## src/rtl/softex_fp_lane_packer_if.sv

```systemverilog
// Handshake bundle for softex_fp_lane_packer: scalar input stream, packed vector
// output stream, synchronous clear and busy status. Signal names follow the packer's view.
interface softex_fp_lane_packer_if #(
    parameter int unsigned WIDTH    = 32,
    parameter int unsigned N_OUT    = 4,
    parameter type         TAG_TYPE = logic
);
    logic                             clear_i;
    logic                             valid_i;
    logic                             ready_o;
    logic [WIDTH-1:0]                 data_i;
    logic                             strb_i;
    logic                             last_i;
    TAG_TYPE                          tag_i;
    logic                             valid_o;
    logic                             ready_i;
    logic [N_OUT-1:0][WIDTH-1:0]      data_o;
    logic [N_OUT-1:0]                 strb_o;
    TAG_TYPE                          tag_o;
    logic                             busy_o;

    modport slave (
        input  clear_i, valid_i, data_i, strb_i, last_i, tag_i, ready_i,
        output ready_o, valid_o, data_o, strb_o, tag_o, busy_o
    );

    modport master (
        output clear_i, valid_i, data_i, strb_i, last_i, tag_i, ready_i,
        input  ready_o, valid_o, data_o, strb_o, tag_o, busy_o
    );
endinterface

```

## src/rtl/softex_fp_lane_packer.sv

```systemverilog
// Scalar-to-vector packer: gathers FP scalars into an N_OUT-lane vector with lane strobes.
// Optional `SOFTEX_PACKER_ZERO_MASK_EN forces unstrobed lanes of data_o to +0.0.
module softex_fp_lane_packer #(
    parameter int unsigned FPFORMAT = 0,        // fpnew fp_format_e encoding, 0 = FP32 (accumulator format)
    parameter int unsigned N_OUT    = 4,
    parameter type         TAG_TYPE = logic
) (
    input logic                    clk_i,
    input logic                    rst_i,
    softex_fp_lane_packer_if.slave bus
);

    function automatic int unsigned fp_width(input int unsigned fmt);
        case (fmt)
            0:       return 32;  // FP32
            1:       return 64;  // FP64
            2:       return 16;  // FP16
            3:       return 8;   // FP8
            4:       return 16;  // FP16ALT
            default: return 32;
        endcase
    endfunction

    localparam int unsigned WIDTH = fp_width(FPFORMAT);
    localparam int unsigned CNT_W = (N_OUT > 1) ? $clog2(N_OUT) : 1;

    localparam logic [0:0] FILL  = 1'b0;
    localparam logic [0:0] DRAIN = 1'b1;

    logic [0:0]                  state_q, state_d;
    logic [CNT_W-1:0]            cnt_q, cnt_d;
    logic [N_OUT-1:0][WIDTH-1:0] lane_q, lane_d;
    logic [N_OUT-1:0]            strb_q, strb_d;
    TAG_TYPE                     tag_q, tag_d;

    logic in_hs, out_hs, cnt_last;

    assign bus.valid_o = (state_q == DRAIN);
    // Clear wins over both handshakes, so the clearing cycle must not advertise ready.
    assign bus.ready_o = !rst_i && !bus.clear_i && ((state_q == FILL) || bus.ready_i);
    assign in_hs       = bus.valid_i && bus.ready_o;
    assign out_hs      = bus.valid_o && bus.ready_i;
    assign cnt_last    = (cnt_q == CNT_W'(N_OUT - 1));

    always_comb begin
        state_d = state_q;
        cnt_d   = cnt_q;
        lane_d  = lane_q;
        strb_d  = strb_q;
        tag_d   = tag_q;
        if (bus.clear_i) begin
            state_d = FILL;
            cnt_d   = '0;
            strb_d  = '0;
        end else if (state_q == FILL) begin
            if (in_hs) begin
                if (cnt_q == '0) begin
                    strb_d = '0;
                    tag_d  = bus.tag_i;
                end
                for (int unsigned k = 0; k < N_OUT; k++) begin
                    if (cnt_q == CNT_W'(k)) begin
                        lane_d[k] = bus.data_i;
                        strb_d[k] = bus.strb_i;
                    end
                end
                if (cnt_last || bus.last_i) begin
                    state_d = DRAIN;
                    cnt_d   = '0;
                end else begin
                    cnt_d = cnt_q + CNT_W'(1);
                end
            end
        end else if (out_hs) begin
            if (in_hs) begin
                // Turnover without a bubble: the incoming scalar opens a fresh vector in lane 0.
                strb_d    = '0;
                strb_d[0] = bus.strb_i;
                lane_d[0] = bus.data_i;
                tag_d     = bus.tag_i;
                if (bus.last_i || (N_OUT == 1)) begin
                    state_d = DRAIN;
                    cnt_d   = '0;
                end else begin
                    state_d = FILL;
                    cnt_d   = CNT_W'(1);
                end
            end else begin
                state_d = FILL;
            end
        end
    end

    always_ff @(posedge clk_i or posedge rst_i) begin
        if (rst_i) begin
            state_q <= FILL;
            cnt_q   <= '0;
            lane_q  <= '0;
            strb_q  <= '0;
            tag_q   <= '0;
        end else begin
            state_q <= state_d;
            cnt_q   <= cnt_d;
            lane_q  <= lane_d;
            strb_q  <= strb_d;
            tag_q   <= tag_d;
        end
    end

    assign bus.strb_o = strb_q;
    assign bus.tag_o  = tag_q;
    assign bus.busy_o = (state_q == DRAIN) || (cnt_q != '0);

`ifdef SOFTEX_PACKER_ZERO_MASK_EN
    always_comb begin
        bus.data_o = '0;
        for (int unsigned k = 0; k < N_OUT; k++) begin
            bus.data_o[k] = strb_q[k] ? lane_q[k] : '0;
        end
    end
`else
    assign bus.data_o = lane_q;
`endif

endmodule
```

## src/flat_wrapper.sv

```systemverilog
// flat-port wrapper written by rule: the top's interface ports become plain ports
module softex_fp_lane_packer_flat 
#(
    parameter int unsigned FPFORMAT = 0,                                                                    
    parameter int unsigned N_OUT    = 4,
    parameter type         TAG_TYPE = logic
)
  (clk_i, rst_i, bus_clear_i, bus_valid_i, bus_data_i, bus_strb_i, bus_last_i, bus_tag_i, bus_ready_i, bus_ready_o, bus_valid_o, bus_data_o, bus_strb_o, bus_tag_o, bus_busy_o);
  softex_fp_lane_packer_if #(.N_OUT(N_OUT), .TAG_TYPE(TAG_TYPE)) bus_i ();
  input logic clk_i;
  input logic rst_i;
  input wire logic [$bits(bus_i.clear_i)-1:0] bus_clear_i;
  input wire logic [$bits(bus_i.valid_i)-1:0] bus_valid_i;
  input wire logic [$bits(bus_i.data_i)-1:0] bus_data_i;
  input wire logic [$bits(bus_i.strb_i)-1:0] bus_strb_i;
  input wire logic [$bits(bus_i.last_i)-1:0] bus_last_i;
  input wire logic [$bits(bus_i.tag_i)-1:0] bus_tag_i;
  input wire logic [$bits(bus_i.ready_i)-1:0] bus_ready_i;
  output wire logic [$bits(bus_i.ready_o)-1:0] bus_ready_o;
  output wire logic [$bits(bus_i.valid_o)-1:0] bus_valid_o;
  output wire logic [$bits(bus_i.data_o)-1:0] bus_data_o;
  output wire logic [$bits(bus_i.strb_o)-1:0] bus_strb_o;
  output wire logic [$bits(bus_i.tag_o)-1:0] bus_tag_o;
  output wire logic [$bits(bus_i.busy_o)-1:0] bus_busy_o;
  assign bus_i.clear_i = bus_clear_i;
  assign bus_i.valid_i = bus_valid_i;
  assign bus_i.data_i = bus_data_i;
  assign bus_i.strb_i = bus_strb_i;
  assign bus_i.last_i = bus_last_i;
  assign bus_i.tag_i = bus_tag_i;
  assign bus_i.ready_i = bus_ready_i;
  assign bus_ready_o = bus_i.ready_o;
  assign bus_valid_o = bus_i.valid_o;
  assign bus_data_o = bus_i.data_o;
  assign bus_strb_o = bus_i.strb_o;
  assign bus_tag_o = bus_i.tag_o;
  assign bus_busy_o = bus_i.busy_o;
  softex_fp_lane_packer #(.FPFORMAT(FPFORMAT), .N_OUT(N_OUT), .TAG_TYPE(TAG_TYPE)) u_core (.clk_i(clk_i), .rst_i(rst_i), .bus(bus_i));
endmodule
```

## config.mk

```make
export PLATFORM = sky130hd
export DESIGN_NAME = softex_fp_lane_packer_flat
export DESIGN_NICKNAME = d
export VERILOG_FILES = /design/src/rtl/softex_fp_lane_packer_if.sv /design/src/rtl/softex_fp_lane_packer.sv /design/src/flat_wrapper.sv
export SDC_FILE = /design/constraint.sdc
export NUM_CORES = 1
export LEC_CHECK = 0
export BUFFER_PORTS_ARGS = -buffer_cell sky130_fd_sc_hd__buf_2
export CORE_AREA = 3 3 116 118
export CTS_CLUSTER_DIAMETER = 100
export DETAILED_ROUTE_END_ITERATION = 8
export DIE_AREA = 0 0 119 121
export GPL_ROUTABILITY_DRIVEN = 0
export GPL_TIMING_DRIVEN = 0
export PLACE_DENSITY_LB_ADDON = 0.3
export SYNTH_ARGS = -nofsm -noshare
export SYNTH_HDL_FRONTEND = slang
export SYNTH_SLANG_ARGS = --single-unit
```

## constraint.sdc

```tcl
create_clock -name clk_i -period 4.5 [get_ports clk_i]
set_clock_uncertainty 0.15 [all_clocks]
set_input_delay 0.225 -clock clk_i [delete_from_list [all_inputs] [get_ports clk_i]]
set_output_delay 0.225 -clock clk_i [all_outputs]
set_load 0.005 [all_outputs]
```

==> impl_metrics.toml <==
[run_status]
status = "finished, final reports clean"

[worst_setup_path]
start_kind = "primary input"
crit_type = "primary input to flop"
cpMaxStageDelayCell = "dlygate4sd3_1"
crit_buf_inv = 4
worstSetupEndpointType = "flop"
crit_fanout = 10
crit_family = "buffers and inverters"
max_stage_delay_ps = 530
crit_chain = "dlygate4sd3_1, buf_2, nor3b_4, and2_1, buf_6, buf_12, mux2_4"
cp_data_arrival_time_ps = 2210
required_ps = 4640

[sta]
period_needed_ps = 2070
finalHoldViolCount = 0
finalSetupTns_ps = 0
max_freq_mhz = 484
relSlewSlack = 0.596
grt_setup_unrepaired = "false"
slew_violations = 0
worst_pin_slew_ps = 606
hold_ws_ps = 75.8
timing.final.crit_share = 0.459
setup_viol = 0

[cts]
cts_setup_buffers = 0
clock_latency_ps = 410
cts-root-buf = "clkbuf_16"
clkSinkCount = 136
cts.path.max_buffers = 2
h-tree-depth = 4
cts_buffers = 17
clk_pin_slew_ps = 50
tritoncts = "yes"

[logic_synthesis]
synth_compound_area_frac = 0.0151
synth_mux_area_frac = 0.292
synthFlopType = "dfrtp_1"
synth_top_family_by_area = "multiplexers"
synth_top_cell_area_share = 0.632
synth_fp_nets = 365
seq_area_frac_synth = 0.632
yosys_warnings = 0
syn_area_per_cell_um2 = 16.8
yosys.area_share.simple = 0.0265
synth_fa_ha_area_frac = 0.00929
synth_edf_count = 0
synth_seq_cells = 136
netlist_instances = 321
syn-cell-area_um2 = 5390
ys_async_sr_fraction = 1.00
yosys.area.top_type = "dfrtp_1"
synth_cell_types = 26
synth_xor_xnor_area_share = 0
synthTopCellsByArea = "dfrtp_1 (63%), mux2_2 (21%), mux2_4 (8.1%)"

[grt]
grt_antenna_before_repair = 0
grt.total_usage = 0.185
grt_pass1_wl_um = 20700
grt-ovfl-total = 0
grt_max_degree = 73
grt_pass1_vias = 3819

[floorplanning]
dieHeight_um = 121
rows = 41
core_um2 = 12600
start_util = 0.429
ioPinCount = 176
die_area_um2 = 14400
chipWidth_um = 119

[routing]
drt-initial-drc-count = 132
vias = 3552
wl_per_cell_um = 17.2
drc = 0
via_per_inst = 4.82
antenna_left = 0
drt_first_pass_iters = 4
wl_um = 12700

[placement]
post-dp-hpwl_um = 8630
post_dp_cell_area_um2 = 6500
dp.cells = 668
port_buffers = 174

[final_layout]
drive_above_1_share = 0.627
area_growth_pct = 39.7
fillerInstances = 1006
final_area_um2 = 7520
final_nets = 596
final_common_cell = "buf_2"
fin_cells = 737
layout_common_cells = "buf_2 (184), dfrtp_1 (136), mux2_2 (99), dlygate4sd3_1 (37), mux2_4 (29)"
final_core_util = 0.599
n_antenna_cell = 0

[power_and_ir_drop]
peakVddDrop_uv = 242
leakage_nw = 4.09
power.density_nw_per_um2 = 433

[run]
maxCapViolations = 0

[min_path]
holdCritPathClass = "primary input to flop"
registers in the layout, indices dropped and copies added (netlist names):
name                flops
u_core.bus.valid_o      1
u_core.bus.data_o     128
u_core.bus.strb_o       4
u_core.bus.tag_o        1
u_core.cnt_q            2
routing by layer:
metal | share of wire | global-route usage | vias to the layer above | wire [um]
met5 | 0 | 0 | - | 0
met4 | 0.021 | 0.0724 | 0 | 267
met3 | 0.062 | 0.0634 | 21 | 780
met2 | 0.49 | 0.303 | 120 | 6260
met1 | 0.42 | 0.225 | 1806 | 5370
li1 | - | - | 1605 | -
per-stage QoR:
step                      power, mW  setup WS, ps
final                          3.25          2430
after global routing           3.39          2340
after CTS                      3.29          2460
after detailed placement       1.75          2460
after global placement         1.73          -940
after floorplan                1.57           486
tightest hold or removal path, cell delays in order:
cell,delay [ps]
buf_2,100
nor2b_1,60
o21ai_0,150
a21oi_1,60
area by class of cell:
type                    instances  area, um^2  area share
plain buffers                  14         121      0.0161
inverters                       4        20.0     0.00266
well taps                     172         215      0.0286
repair buffers                212        1270       0.169
flip-flops and latches        136        3400       0.452
multi-input cells             167        1850       0.245
clock inverters                11         168      0.0223
clock buffers                  21         480      0.0639
synth_stat cells (3+ instances only):
cell / n
buf_2: 10
a21oi_1: 4
mux2_2: 99
buf_12: 3
mux2_4: 29
a32o_1: 3
nand2b_1: 3
nand3_1: 5
dfrtp_1: 136
inv_1: 4
o21ai_0: 3
ha_1: 4
final timing paths:
path	from	slack (ps)	cells past startpoint	endpoint
max in group asynchronous	rst_i	3090	4	u_core.bus.data_o[106]$_DFFE_PP0P_
worst max-delay path	rst_i	2430	7	u_core.bus.data_o[7]$_DFFE_PP0P_
worst max register to register	u_core.cnt_q[0]$_DFFE_PP0P_	2450	7	u_core.bus.data_o[7]$_DFFE_PP0P_
worst min-delay path	bus_ready_i	80	4	u_core.cnt_q[1]$_DFFE_PP0P_
worst min register to register	u_core.bus.data_o[89]$_DFFE_PP0P_	350	1	u_core.bus.data_o[89]$_DFFE_PP0P_
min in group asynchronous	rst_i	350	3	u_core.bus.data_o[7]$_DFFE_PP0P_
report_power, final:
group          leakage [nW]  total, mW  switching (mW)  internal, mW
combinational          1.96      0.366           0.145         0.221
clock                 0.315       1.50           0.516         0.986
sequential             1.81       1.39          0.0576          1.33
total                  4.09       3.25           0.719          2.54
what timing repair did:
| action | 4_1_cts | 5_1_grt |
|---|---|---|
| gates resized for setup | 0 | 0 |
| hold endpoints to repair | 197 | 0 |
| hold buffers | 37 | 0 |
kinds of logic (layout without fill, tap and decap cells):
kind of cell / count (synthesis) / after routing
muxes: 130 / 130
and+or+nand+nor: 21 / 21
adders and majority gates: 4 / 4
AOI/OAI and AO/OA: 12 / 12
DFF: 136 / 136
buffers and inverters: 18 / 262
(Power assumes the default switching activity.)
